===== config.mk =====
export PLATFORM = sky130hd
export DESIGN_NAME = panda_risc_v_inst_buf
export DESIGN_NICKNAME = d
export VERILOG_FILES = /design/src/rtl/panda_risc_v_inst_buf.sv
export SDC_FILE = /design/constraint.sdc
export NUM_CORES = 1
export LEC_CHECK = 0
export BUFFER_PORTS_ARGS = -buffer_cell sky130_fd_sc_hd__buf_4
export CAP_MARGIN = 5
export CORE_ASPECT_RATIO = 0.7
export CORE_MARGIN = 4
export CORE_UTILIZATION = 50
export DETAILED_ROUTE_END_ITERATION = 16
export PLACE_DENSITY = 0.81
export SETUP_SLACK_MARGIN = 0.3
export SYNTH_ARGS = -nofsm -noshare
export SYNTH_HDL_FRONTEND = slang
export SYNTH_SLANG_ARGS = --single-unit

===== constraint.sdc =====
create_clock -name clk -period 12.45 [get_ports clk]
set_input_delay 1.8675 -clock clk [delete_from_list [all_inputs] [get_ports clk]]
set_output_delay 1.8675 -clock clk [all_outputs]
set_load 0.02 [all_outputs]

===== src/rtl/panda_risc_v_inst_buf.sv =====
// Instruction buffer between fetch and decode: circular FIFO with head pre-decode.
// Optional same-cycle bypass when empty: PANDA_RISC_V_INST_BUF_BYPASS_EN.
module panda_risc_v_inst_buf #(
  parameter int DEPTH = 4
) (
  input  logic                       clk,
  input  logic                       rst_n,
  input  logic                       flush,
  input  logic [31:0]                s_inst,
  input  logic [31:0]                s_pc,
  input  logic [63:0]                s_msg,
  input  logic                       s_valid,
  output logic                       s_ready,
  output logic [31:0]                m_inst,
  output logic [31:0]                m_pc,
  output logic [8:0]                 m_type,
  output logic [20:0]                m_jump_ofs_imm,
  output logic                       m_rs1_vld,
  output logic                       m_rs2_vld,
  output logic                       m_rd_vld,
  output logic [11:0]                m_csr_addr,
  output logic [31:0]                m_jump_target,
  output logic                       m_valid,
  input  logic                       m_ready,
  output logic [$clog2(DEPTH):0]     m_count
);

  localparam int AW = $clog2(DEPTH);

  logic [31:0] inst_mem [DEPTH];
  logic [31:0] pc_mem   [DEPTH];
  logic [44:0] msg_mem  [DEPTH];

  logic [AW:0]   wptr;
  logic [AW:0]   rptr;
  logic          full;
  logic          empty;
  logic          byp;
  logic          push;
  logic          pop;
  logic [31:0]   h_inst;
  logic [31:0]   h_pc;
  logic [44:0]   h_msg;
  logic          unused_msg;

  assign unused_msg = ^s_msg[63:45];

  assign full  = (wptr[AW] != rptr[AW]) &&
                 (wptr[AW-1:0] == rptr[AW-1:0]);
  assign empty = (wptr == rptr);

`ifdef PANDA_RISC_V_INST_BUF_BYPASS_EN
  assign byp = empty & s_valid & ~flush;
`else
  assign byp = 1'b0;
`endif

  assign s_ready = ~full;
  assign m_valid = ~empty | byp;
  // A bypassed word consumed this cycle never touches storage.
  assign push    = s_valid & ~full & ~(byp & m_ready);
  assign pop     = m_ready & ~empty;
  assign m_count = wptr - rptr;

  always_ff @(posedge clk or negedge rst_n) begin
    if (!rst_n) begin
      wptr <= '0;
      rptr <= '0;
    end else if (flush) begin
      wptr <= '0;
      rptr <= '0;
    end else begin
      if (push)
        wptr <= wptr + 1'b1;
      if (pop)
        rptr <= rptr + 1'b1;
    end
  end

  always_ff @(posedge clk or negedge rst_n) begin
    if (!rst_n) begin
      for (int i = 0; i < DEPTH; i++) begin
        inst_mem[i] <= '0;
        pc_mem[i]   <= '0;
        msg_mem[i]  <= '0;
      end
    end else if (push && !flush) begin
      inst_mem[wptr[AW-1:0]] <= s_inst;
      pc_mem[wptr[AW-1:0]]   <= s_pc;
      msg_mem[wptr[AW-1:0]]  <= s_msg[44:0];
    end
  end

  always_comb begin
    h_inst = inst_mem[rptr[AW-1:0]];
    h_pc   = pc_mem[rptr[AW-1:0]];
    h_msg  = msg_mem[rptr[AW-1:0]];
    if (byp) begin
      h_inst = s_inst;
      h_pc   = s_pc;
      h_msg  = s_msg[44:0];
    end
  end

  assign m_inst         = h_inst;
  assign m_pc           = h_pc;
  assign m_type         = h_msg[8:0];
  assign m_jump_ofs_imm = h_msg[29:9];
  assign m_rs1_vld      = h_msg[32];
  assign m_rs2_vld      = h_msg[31];
  assign m_rd_vld       = h_msg[30];
  assign m_csr_addr     = h_msg[44:33];
  assign m_jump_target  = h_pc +
    {{11{h_msg[29]}}, h_msg[29:9]};

endmodule


==> impl_metrics.ini <==
[outcome]
status = finished clean

[clock_tree]
clock-root-buffer = clkbuf_16
cts_resized = 0
cts_hold_buf = 0
insertion_delay_ns = 0.57
cts_sinks = 442
post_cts_buffers = 0
cts_max_level = 2
clockBufferDepth = 3
cts_buffers = 44
cts_tree = built
clkTransAtPathRegs_ns = 0.07

[timing]
fin_skew_ns = 0.02378
setup_violations = 0
final.min_clock_period_ns = 7.670
worst_slew_pin_slew_ns = 1.152
tns_ns = 0
setup_slack_ns = 4.780
whs_ns = 0.4980
slew_headroom_pct = 23.23
rsz0062_at_grt = false
finalCritPeriodShare_pct = 61.61
hold_viol_final = 0
drv_slew = 0
fmax_mhz = 130.4

[floorplanning]
start_util_pct = 50.79
fp.dieH_um = 179.0
die_area_um2 = 45150
core_um2 = 41110
rows = 62
die_w_um = 252.3
ios = 279

[yosys]
synth_warnings = 0
yosys-top-cells-area = dfrtp_1, mux2_2, mux4_2
synth.net_count = 1520
syn_area_um2 = 20880
ys_types = 54
synthArstFlopShare_pct = 100.0
synth-seq-cells = 442
yosysTopAreaCellShare_pct = 52.97
synth.largest_area_cell = dfrtp_1
avgSynthCellArea_um2 = 15.50
postSynthCellCount = 1347
ys.flop_type = dfrtp_1
yosysSeqAreaShare_pct = 52.97
synth_edf_count = 0

[critical_path]
critPathArrivalTime_ns = 5.80
cp-start-kind = register
crit_type = register to output port
cp.required_ns = 10.58
end_kind = output port
crit_fanout = 40

[worst_hold_path]
hp-class = register to register

[place]
portBuffers = 259
gp_congestion = 0.9011
post-place-ws_ns = 5.370
dp_cells = 2084
place.detailed.hpwl_mm = 31.32

[global_route]
grt_overflow = 0
antenna_found_initial = 1
grt_usage_pct = 21.53
first_global_vias = 13650
grt_pass1_wl_mm = 76.89
grt_max_degree = 179

[route]
wl_per_cell_um = 22.40
drc = 0
drtIter0Drc = 669
via_count = 12560
via_per_inst = 5.796
first_pass_iters = 6
wirelength_mm = 48.53
ant_nets = 0

[final_layout]
final_cells = 2167
final_common_cell = dfrtp_1
mostFrequentLayoutCells = dfrtp_1, mux2_2, buf_4
drive_gt1_share_pct = 55.67
fill_cells = 3089
final_nets = 1759
syn2layout_area_growth_pct = 18.58
utilization_pct = 60.22

[power]
swShare_pct = 36.34
p_sw_mw = 2.328
power_density_nw_per_um2 = 258.7
intPower_mw = 4.078
peakVddDrop_mv = 0.3381
p_leak_nw = 11.28
p_seq_share_pct = 32.7
p_clk_share_pct = 22.0
p_comb_share_pct = 45.3

[flow_run]
maxCapViolations = 0
## per-layer routing
metal	wire, µm	vias to the layer above	track usage, %
li1	-	5535	-
met1	21030	6652	29.41
met2	23510	308	35.64
met3	3047	65	5.003
met4	940	0	5.031
met5	0	-	0
## synth_stat cells, types with 12 or more instances
cell / count
clkbuf_1: 20
o21ai_0: 12
ha_1: 38
xor2_1: 15
inv_1: 16
a21oi_1: 30
nand3_1: 14
mux4_2: 109
a21o_1: 15
mux2_2: 436
xnor2_1: 19
nor2_1: 18
buf_2: 47
nand2_1: 29
dfrtp_1: 442
## flip-flops by register name, indices dropped and copies added (netlist names)
name	count
wptr	3
pc_mem	128
rptr	3
inst_mem	128
msg_mem	180
## critical path, cell delays in order (launching register included)
cell and delay (ns):
dfrtp_4 0.98, buf_4 0.72, mux4_2 0.63, ha_1 0.38
o211ai_1 0.14, o211ai_1 0.52, a21boi_0 0.30, o31ai_1 0.58
a32o_1 0.36, a211oi_1 0.10, a221oi_1 0.28, buf_4 0.21
## path summary, 6_finish.rpt
check / from / endpoint / slack, ns / depth (start not counted)
min in group asynchronous: rst_n / pc_mem[27] / 1.35 / 1
min reg2reg: pc_mem[35] / pc_mem[35] / 0.50 / 1
max reg2reg: rptr[1] / inst_mem[56] / 8.03 / 9
max: rptr[0] / m_jump_target[29] / 4.78 / 11
max in group asynchronous: rst_n / rptr[1] / 9.68 / 2
min: pc_mem[35] / pc_mem[35] / 0.50 / 1
## stage by stage
step / power, mW / area [µm²]
after floorplan: 3.971 / 20880
after global placement: 4.930 / 23210
after detailed placement: 5.015 / 23210
after CTS: 6.451 / 24760
after global routing: 6.755 / 24760
final: 6.406 / 24760
## area by class of cell
type / instances / area (µm²) / share of cell area [%]
antenna: 1 / 2.502 / 0.01011
clock buffer: 66 / 1304 / 5.266
sequential: 442 / 11070 / 44.70
timing repair buffer: 269 / 2052 / 8.287
clock inverter: 16 / 245.2 / 0.9904
tap: 544 / 680.7 / 2.749
inverter: 16 / 60.06 / 0.2426
multi-input combinational: 813 / 9348 / 37.75
## cells by family (layout without fill, tap and decap cells)
group / after synthesis / after routing / synth area share, %
flops: 442 / 442 / 52.97
buf+inv: 92 / 367 / 2.259
mux: 546 / 546 / 35.32
compound gates: 97 / 97 / 3.158
other cells: 0 / 1 / 0
fa+ha+maj: 40 / 40 / 2.469
simple gates: 96 / 96 / 2.397
xor+xnor: 34 / 34 / 1.426
## power groups by stage
stage | Combinational (mW) | Sequential (mW) | Clock, mW
final | 2.90 | 2.09 | 1.41
after global routing | 3.11 | 2.14 | 1.50
after CTS | 2.91 | 2.09 | 1.44
after detailed placement | 2.90 | 2.12 | 0
after global placement | 2.85 | 2.08 | 0
after floorplan | 1.96 | 2.01 | 0
(Power assumes the default switching activity.)
